[src/rtl/ds2_pkg.sv]
// Shared types and constants for the DualShock pad poller: FSM states,
// poll-frame command bytes, pad ID bytes and the NES button packing.
package ds2_pkg;

    typedef enum logic [2:0] {
        ST_IDLE,
        ST_SETUP,
        ST_LOW,
        ST_HIGH,
        ST_GAP,
        ST_DESEL,
        ST_CHECK
    } ds2_state_e;

    localparam logic [7:0] ID_DIGITAL = 8'h41;
    localparam logic [7:0] ID_ANALOG  = 8'h73;
    localparam logic [7:0] ID_READY   = 8'h5A;

    localparam logic [2:0] LAST_BYTE = 3'd4;
    localparam logic [2:0] LAST_BIT  = 3'd7;

    localparam int NES_R      = 7;
    localparam int NES_L      = 6;
    localparam int NES_D      = 5;
    localparam int NES_U      = 4;
    localparam int NES_START  = 3;
    localparam int NES_SELECT = 2;
    localparam int NES_B      = 1;
    localparam int NES_A      = 0;

    function automatic logic [7:0] cmd_byte(input logic [2:0] idx);
        logic [7:0] c;
        case (idx)
            3'd0:    c = 8'h01;
            3'd1:    c = 8'h42;
            default: c = 8'h00;
        endcase
        return c;
    endfunction

    // Pad bytes are active-low; the NES byte is pressed-high.
    function automatic logic [7:0] nes_map(input logic [7:0] rx3, input logic [7:0] rx4);
        logic [7:0] m;
        m             = '0;
        m[NES_R]      = ~rx3[5];
        m[NES_L]      = ~rx3[7];
        m[NES_D]      = ~rx3[6];
        m[NES_U]      = ~rx3[4];
        m[NES_START]  = ~rx3[3];
        m[NES_SELECT] = ~rx3[0];
        m[NES_B]      = ~rx4[6];
        m[NES_A]      = ~rx4[5];
        return m;
    endfunction

    function automatic logic frame_valid(input logic [7:0] rx1, input logic [7:0] rx2);
        return ((rx1 == ID_DIGITAL) || (rx1 == ID_ANALOG)) && (rx2 == ID_READY);
    endfunction

endpackage

[src/rtl/ds2_tick_gen.sv]
// Timing base for the pad poller: free-running poll tick and a restartable
// half-period strobe that paces the pad bus clock.
module ds2_tick_gen #(
    parameter int POLL_DIV = 420000,
    parameter int HALF     = 50
) (
    input  logic clk_p,
    input  logic resetn,
    input  logic restart,
    output logic tick,
    output logic strobe
);

    localparam int PW = (POLL_DIV > 1) ? $clog2(POLL_DIV) : 1;
    localparam int HW = (HALF > 1) ? $clog2(HALF) : 1;
    localparam logic [PW-1:0] POLL_LAST = PW'(POLL_DIV - 1);
    localparam logic [HW-1:0] HALF_LAST = HW'(HALF - 1);

    logic [PW-1:0] poll_q, poll_d;
    logic [HW-1:0] half_q, half_d;

    always_comb begin
        tick   = (poll_q == POLL_LAST);
        strobe = (half_q == HALF_LAST);
        poll_d = tick ? '0 : poll_q + 1'b1;
        half_d = (restart || strobe) ? '0 : half_q + 1'b1;
    end

    always_ff @(posedge clk_p) begin
        if (!resetn) begin
            poll_q <= '0;
            half_q <= '0;
        end else begin
            poll_q <= poll_d;
            half_q <= half_d;
        end
    end

endmodule

[src/rtl/ds2_poll_sequencer.sv]
// DualShock pad poller: sends the 5-byte digital poll frame on each poll tick,
// validates the reply and publishes button state plus a pad-present flag.
module ds2_poll_sequencer
    import ds2_pkg::*;
#(
    parameter int CLK_HZ     = 25_200_000,
    parameter int SCK_HZ     = 250_000,
    parameter int POLL_HZ    = 60,
    parameter int FAIL_LIMIT = 4
) (
    input  logic        clk_p,
    input  logic        resetn,
    input  logic        poll_en,
    output logic        ps_clk,
    output logic        ps_sel,
    output logic        ps_mosi,
    input  logic        ps_miso,
    output logic [15:0] btn_raw,
    output logic [7:0]  nes_btn,
    output logic        present,
    output logic        frame_done
);

    localparam int HALF     = CLK_HZ / SCK_HZ / 2;
    localparam int POLL_DIV = CLK_HZ / POLL_HZ;
    localparam logic [2:0] FAIL_LIM3 = 3'(FAIL_LIMIT);

    ds2_state_e  state_q, state_d;
    logic [2:0]  byte_q, byte_d;
    logic [2:0]  bit_q, bit_d;
    logic        cnt_q, cnt_d;
    logic        sel_q, sel_d;
    logic        sclk_q, sclk_d;
    logic        mosi_q, mosi_d;
    logic [31:0] rx_q, rx_d;
    logic [2:0]  fail_q, fail_d;
    logic [15:0] btn_q, btn_d;
    logic [7:0]  nes_q, nes_d;
    logic        present_q, present_d;
    logic        done_q, done_d;

    logic        tick, strobe, restart;
    logic [7:0]  cmd_v;
    logic [2:0]  fail_inc;

    assign restart = (state_d != state_q);

    ds2_tick_gen #(
        .POLL_DIV (POLL_DIV),
        .HALF     (HALF)
    ) u_tick_gen (
        .clk_p   (clk_p),
        .resetn  (resetn),
        .restart (restart),
        .tick    (tick),
        .strobe  (strobe)
    );

    always_comb begin
        state_d   = state_q;
        byte_d    = byte_q;
        bit_d     = bit_q;
        cnt_d     = cnt_q;
        sel_d     = sel_q;
        sclk_d    = sclk_q;
        mosi_d    = mosi_q;
        rx_d      = rx_q;
        fail_d    = fail_q;
        btn_d     = btn_q;
        nes_d     = nes_q;
        present_d = present_q;
        done_d    = 1'b0;
        cmd_v     = '0;
        fail_inc  = (fail_q == 3'd7) ? 3'd7 : fail_q + 3'd1;

        case (state_q)
            ST_IDLE: begin
                if (tick && poll_en) begin
                    sel_d   = 1'b0;
                    byte_d  = '0;
                    bit_d   = '0;
                    state_d = ST_SETUP;
                end
            end
            ST_SETUP, ST_GAP: begin
                if (strobe) begin
                    if (cnt_q) state_d = ST_LOW;
                    else       cnt_d   = 1'b1;
                end
            end
            ST_LOW: begin
                if (strobe) begin
                    sclk_d  = 1'b1;
                    state_d = ST_HIGH;
                    // Byte 0 of the reply carries nothing useful and is not kept.
                    case (byte_q)
                        3'd1:    rx_d[{2'd0, bit_q}] = ps_miso;
                        3'd2:    rx_d[{2'd1, bit_q}] = ps_miso;
                        3'd3:    rx_d[{2'd2, bit_q}] = ps_miso;
                        3'd4:    rx_d[{2'd3, bit_q}] = ps_miso;
                        default: ;
                    endcase
                end
            end
            ST_HIGH: begin
                if (strobe) begin
                    if (bit_q != LAST_BIT) begin
                        bit_d   = bit_q + 3'd1;
                        state_d = ST_LOW;
                    end else if (byte_q != LAST_BYTE) begin
                        bit_d   = '0;
                        byte_d  = byte_q + 3'd1;
                        mosi_d  = 1'b1;
                        state_d = ST_GAP;
                    end else begin
                        mosi_d  = 1'b1;
                        sel_d   = 1'b1;
                        state_d = ST_DESEL;
                    end
                end
            end
            ST_DESEL: begin
                if (strobe) begin
                    if (cnt_q) state_d = ST_CHECK;
                    else       cnt_d   = 1'b1;
                end
            end
            ST_CHECK: begin
                state_d = ST_IDLE;
                done_d  = 1'b1;
                if (frame_valid(rx_q[7:0], rx_q[15:8])) begin
                    btn_d     = ~rx_q[31:16];
                    nes_d     = nes_map(rx_q[23:16], rx_q[31:24]);
                    present_d = 1'b1;
                    fail_d    = '0;
                end else begin
                    fail_d = fail_inc;
                    if (fail_inc >= FAIL_LIM3) begin
                        present_d = 1'b0;
                        btn_d     = '0;
                        nes_d     = '0;
                    end
                end
            end
            default: state_d = ST_IDLE;
        endcase

        if (state_d != state_q) cnt_d = 1'b0;

        // Every entry into LOW drops the bus clock and presents the next command bit.
        if ((state_d == ST_LOW) && (state_q != ST_LOW)) begin
            sclk_d = 1'b0;
            cmd_v  = cmd_byte(byte_d);
            mosi_d = cmd_v[bit_d];
        end
    end

    always_ff @(posedge clk_p) begin
        if (!resetn) begin
            state_q   <= ST_IDLE;
            byte_q    <= '0;
            bit_q     <= '0;
            cnt_q     <= 1'b0;
            sel_q     <= 1'b1;
            sclk_q    <= 1'b1;
            mosi_q    <= 1'b1;
            rx_q      <= '0;
            fail_q    <= '0;
            btn_q     <= '0;
            nes_q     <= '0;
            present_q <= 1'b0;
            done_q    <= 1'b0;
        end else begin
            state_q   <= state_d;
            byte_q    <= byte_d;
            bit_q     <= bit_d;
            cnt_q     <= cnt_d;
            sel_q     <= sel_d;
            sclk_q    <= sclk_d;
            mosi_q    <= mosi_d;
            rx_q      <= rx_d;
            fail_q    <= fail_d;
            btn_q     <= btn_d;
            nes_q     <= nes_d;
            present_q <= present_d;
            done_q    <= done_d;
        end
    end

    assign ps_clk     = sclk_q;
    assign ps_sel     = sel_q;
    assign ps_mosi    = mosi_q;
    assign btn_raw    = btn_q;
    assign nes_btn    = nes_q;
    assign present    = present_q;
    assign frame_done = done_q;

endmodule

[config.mk]
export PLATFORM = sky130hd
export DESIGN_NAME = ds2_poll_sequencer
export DESIGN_NICKNAME = d
export VERILOG_FILES = /design/src/rtl/ds2_pkg.sv /design/src/rtl/ds2_tick_gen.sv /design/src/rtl/ds2_poll_sequencer.sv
export SDC_FILE = /design/constraint.sdc
export NUM_CORES = 1
export LEC_CHECK = 0
export CAP_MARGIN = 10
export CORE_ASPECT_RATIO = 0.7
export CORE_MARGIN = 5
export CORE_UTILIZATION = 55
export DETAILED_ROUTE_END_ITERATION = 8
export PLACE_DENSITY = 0.76
export SLEW_MARGIN = 20
export SYNTH_ARGS = -nofsm -noshare
export SYNTH_HDL_FRONTEND = slang
export SYNTH_SLANG_ARGS = --single-unit
[constraint.sdc]
create_clock -name clk_p -period 4.5 [get_ports clk_p]
set_input_delay 0.45 -clock clk_p [delete_from_list [all_inputs] [get_ports clk_p]]
set_output_delay 0.45 -clock clk_p [all_outputs]
set_load 0.05 [all_outputs]
==> impl_metrics.tcl, run 1 <==
set metrics [dict create \
    fin_crit_sh_pct 57.00 \
    antenna_found_initial 0 \
    crit_fanout 12 \
    cts.sinks 91 \
    core_area_um2 7804 \
    num_rows 27 \
    netlist_instances 538 \
    min_path_cells 2 \
    yosys.area.top_type "dfxtp_1" \
    place_area_um2 4671 \
    ant_nets 0 \
    yosys_warnings 0 \
    ios 33 \
    rsz0062_at_grt "no" \
    drc_errors 0 \
    max_slew_margin_pct 25.29 \
    p_leak_uw 0.001851 \
    grt_pass1_wl_um 16790 \
    synth_seq_cells 91 \
    vias_per_cell 5.724 \
    grt_max_degree 55 \
    start_util_pct 56.23 \
    layout-drive-gt1-share_pct 7.027 \
    wirelength_met1_um 4766 \
    synth_nets 553 \
    cts_tree "yes" \
    finalClockSkew_ns 0.006594 \
    finalWirelength_um 9821 \
    dr.pass1.iters 5 \
    synthArstFlopShare_pct 0 \
    path_clk_slew_ns 0.06 \
    setup_viol 0 \
    finalInstanceArea_um2 5042 \
    cts_hold_buf 0 \
    critical_path_class "reg2reg" \
    vdd_drop_max_v 0.0003197 \
    crit_required_ns 4.75 \
    diodes 0 \
    wl_per_cell_um 14.97 \
    gp_congestion 0.8691 \
    die_area_um2 9893 \
    hold_violations 0 \
    grt_pass1_vias 3520 \
    start_kind "register" \
    top_layer_used "met4" \
    status "finished clean" \
    synth_area_leaders "dfxtp_1, nor2_1, nand2_1" \
    initialDrtViolationCount 215 \
    hold_path_class "reg2reg" \
    fin_ws_ns 1.935 \
    htree_num_levels 3 \
    post-cts-setup-buffers 0 \
    die_w_um 116.8 \
    syn2layout_area_growth_pct 14.91 \
    power_density_nw_per_um2 346.3 \
    dr_wl_met2_um 4363 \
    pre_cts_ws_ns 1.978 \
    clkLatencyLatePin_ns 0.34 \
    final_common_cell "dfxtp_1" \
    synth_top_area_share_pct 41.52 \
    cts_root_buf "clkbuf_16" \
    r2r_slack_ns 1.93 \
    synth_edf_count 0 \
    ys_seq_area_share_pct 41.52 \
    drv_cap 0 \
    synth_flop_cell "dfxtp_1" \
    overflow 0 \
    critPathArrivalTime_ns 2.81 \
    numCtsBuffers 9 \
    fin_setup_tns_ns 0 \
    vias 3755 \
    synth_area_um2 4388 \
    fmax_mhz 389.8 \
    end_kind "register" \
    wl_met3_um 555 \
    syn_avg_cell_area_um2 8.156 \
    reg2reg_depth 8 \
    grt_use_total_pct 21.17 \
    hpwl_um 6747 \
    port_buffers 32 \
    nets 565 \
    rr_startpoint "bit_q[0]$_SDFF_PN0_" \
    clockBufferDepth 2 \
    yosysUniqueCellTypes 57 \
    drv_slew 0 \
    cts_resized 0 \
    final_cell_mix "dfxtp_1, nor2_1, nand2_1" \
    dieHeight_um 84.73 \
    r2r_end "ps_mosi$_SDFFE_PN1P_" \
    period_needed_ns 2.565 \
    tightest_slew_ns 1.118 \
]
-- worst max path at each step --
| stage | from | end | slack (ns) | cells after the start |
|---|---|---|---|---|
| after global routing | bit_q[0]$_SDFF_PN0_ | u_tick_gen.half_q[4]$_SDFF_PP0_ | 1.73 | 8 |
| after CTS | bit_q[0]$_SDFF_PN0_ | ps_mosi$_SDFFE_PN1P_ | 1.97 | 8 |
| after global placement | bit_q[0]$_SDFF_PN0_ | u_tick_gen.half_q[3]$_SDFF_PP0_ | 2.08 | 8 |
| final | bit_q[0]$_SDFF_PN0_ | ps_mosi$_SDFFE_PN1P_ | 1.93 | 8 |
| after detailed placement | poll_en | ps_mosi$_SDFFE_PN1P_ | 1.98 | 7 |
| after floorplan | bit_q[1]$_SDFF_PN0_ | ps_mosi$_SDFFE_PN1P_ | 2.41 | 8 |
-- synthesized netlist by cell type, types with 7 or more instances --
library cell and number:
a21boi_0 24, a21oi_1 43, and2_1 7, buf_4 8, clkbuf_1 17, dfxtp_1 91
ha_1 11, inv_1 15, nand2_1 60, nand3_1 19, nor2_1 74, nor2b_1 20
nor3_1 12, o21ai_0 38, or3_1 9, xnor2_1 10, xor2_1 7
-- cell families (layout without fill, tap and decap cells) --
logic type               after synthesis  in the layout  synth area share (%)
adder cells (fa/ha/maj)               11             11                 3.137
multiplexers                           1              1                0.2566
XOR/XNOR                              17             17                 3.393
AND/OR/NAND/NOR                      246            246                 29.54
AO/OA/AOI/OAI                        124            124                 16.88
flip-flops                            91             91                 41.52
buffers and inverters                 48             65                 5.275
-- where the power goes --
part | internal [µW] | switching, µW | leakage (µW)
Clock | 587 | 311 | 0.000179
Sequential | 810 | 4.67 | 0.000734
Combinational | 13.9 | 19.4 | 0.000938
Total | 1410 | 335 | 0.00185
-- metrics by stage --
stage | cells | hold slack, ns | power, µW | util, %
2_1_floorplan | 538 | 0.4260 | 855.8 | -
3_3_place_gp | 640 | 0.4431 | 863.9 | 59.85
3_5_place_dp | 640 | 0.4498 | 865.2 | 59.85
4_1_cts | 656 | 0.4586 | 1759 | 64.49
5_1_grt | 656 | 0.4777 | 1804 | 64.61
6_report | 656 | 0.4558 | 1746 | 64.61
-- metal layers --
metal	track usage (%)	vias up
li1	-	1871
met1	30.59	1788
met2	31.03	84
met3	4.971	12
met4	6.771	0
met5	0	-
-- worst max-delay path, stage by stage, from the launching register on --
cell and delay, ns:
dfxtp_1 0.55, ha_1 0.21, ha_1 0.22, inv_1 0.13, or4_4 0.59, o21ai_1 0.21
nor4_1 0.09, o22a_1 0.20, o311ai_1 0.27
-- cell type report --
cell class,instances,area [µm²]
multi-input cells,399,2345
clock inverters,4,95.09
well taps,101,126.4
clock buffers,12,266.5
inverters,16,60.06
fillers,666,2761
repair buffers,33,327.8
flip-flops and latches,91,1822
Power figures use the tool's default switching activity.
==> inputs of run 2 (changes only) <==
clock period = 2.61 ns   (was 4.5 ns; I/O delays follow)
==> run 2 against run 1 <==
- register-to-register slack worse by 1.8 ns
- non-clock buffer count up 10
- clock skew is essentially flat
- cell area is 0.27% higher
- global-route usage down 0.40 points
- sequential power up 72%
- largest cell class unchanged
- wire length is the same
- clock power rose by 50%
==> impl_metrics.tcl, run 2 (synthesized netlist as in run 1, its figures left out) <==
set metrics [dict create \
    status "finished clean" \
    hold_path_class "reg2reg" \
    drv_cap 0 \
    period_needed_ns 2.442 \
    ant_nets 0 \
    port_buffers 32 \
    critPathArrivalTime_ns 2.69 \
    p_leak_uw 0.001869 \
    rsz0062_at_grt "no" \
    finalClockSkew_ns 0.006490 \
    core_area_um2 7804 \
    place_inst 650 \
    vdd_drop_max_v 0.0005386 \
    finalWirelength_um 9821 \
    dr.pass1.iters 5 \
    grt_pass1_vias 3429 \
    fin_cells 666 \
    layout-drive-gt1-share_pct 7.965 \
    final_cell_mix "dfxtp_1, nor2_1, nand2_1" \
    start_util_pct 56.23 \
    diodes 0 \
    gp_congestion 0.8573 \
    hpwl_um 6962 \
    end_kind "register" \
    nets 575 \
    htree_num_levels 3 \
    path_clk_slew_ns 0.06 \
    numCtsBuffers 9 \
    die_w_um 116.8 \
    num_rows 27 \
    overflow 0 \
    setup_viol 0 \
    fin_setup_tns_ns 0 \
    cts_resized 0 \
    r2r_slack_ns 0.17 \
    crit_fanout 8 \
    grt_use_total_pct 20.76 \
    fillers 671 \
    cts_hold_buf 0 \
    drv_slew 0 \
    die_area_um2 9893 \
    cts.sinks 91 \
    vias 3714 \
    p_total_uw 2817 \
    initialDrtViolationCount 290 \
    cts_root_buf "clkbuf_16" \
    max_slew_margin_pct 52.16 \
    start_kind "register" \
    cts_tree "yes" \
    power_density_nw_per_um2 557.1 \
    grt_max_degree 30 \
    pre_cts_ws_ns 0.1927 \
    fin_crit_sh_pct 93.55 \
    fin_ws_ns 0.1684 \
    critical_path_class "reg2reg" \
    grt_pass1_wl_um 16510 \
    final_common_cell "dfxtp_1" \
    post-cts-setup-buffers 0 \
    clockBufferDepth 2 \
    wl_per_cell_um 14.75 \
    drc_errors 0 \
    hold_violations 0 \
    dieHeight_um 84.73 \
    tightest_slew_ns 0.7176 \
    antenna_found_initial 0 \
    vias_per_cell 5.577 \
    crit_required_ns 2.86 \
    syn2layout_area_growth_pct 15.23 \
    ios 33 \
    fmax_mhz 409.6 \
    clkLatencyLatePin_ns 0.34 \
]
## run 2: changes by cell type in the layout (fill, tap and decap cells not counted), sizes merged
cell,previous run,this run
buf,1,11
bufinv,3,2
clkbuf,12,11
clkinv,1,2
clkinvlp,0,1
## run 2: cell type report
| class | count | area (µm²) | share of cell area [%] |
|---|---|---|---|
| clock buffer | 11 | 232.7 | 4.603 |
| clock inverter | 5 | 77.57 | 1.534 |
| inverter | 16 | 60.06 | 1.188 |
| multi-input combinational | 399 | 2335 | 46.18 |
| sequential | 91 | 1822 | 36.03 |
| tap | 101 | 126.4 | 2.499 |
| timing repair buffer | 43 | 402.9 | 7.968 |
## run 2: worst paths after layout
kind / start / depth (start not counted) / end
min: register / 2 / register
max reg2reg: bit_q[1]$_SDFF_PN0_ / 8 / ps_mosi$_SDFFE_PN1P_
min reg2reg: register / 2 / register
max: bit_q[1]$_SDFF_PN0_ / 8 / ps_mosi$_SDFFE_PN1P_
## run 2: power by group
part / internal, µW / switching, µW / leakage [µW] / total (µW)
Combinational: 26.0 / 34.2 / 0.000985 / 60.2
Sequential: 1400 / 7.33 / 0.000734 / 1400
Clock: 835 / 517 / 0.000150 / 1350
## run 2: worst max-delay path: stages (launching register included)
cell	delay (ns)
dfxtp_1	0.43
ha_1	0.20
ha_1	0.22
inv_1	0.13
or4_4	0.59
nor3_1	0.24
o21bai_1	0.18
nor3_1	0.09
o311ai_1	0.26
## run 2: layer usage
layer	wire length (µm)	share of wire, %	global-route usage (%)
met5	0	0	0
met4	116	1.2	6.875
met3	472	4.8	4.827
met2	4397	45	31.08
met1	4835	49	29.39
## run 2: through the flow
step / hold slack, ns / utilization, % / area [µm²]
2_1_floorplan: 0.4260 / - / 4388
3_3_place_gp: 0.4416 / 60.81 / 4746
3_5_place_dp: 0.4498 / 60.81 / 4746
4_1_cts: 0.4582 / 64.79 / 5056
5_1_grt: 0.4738 / 64.79 / 5056
6_report: 0.4602 / 64.79 / 5056
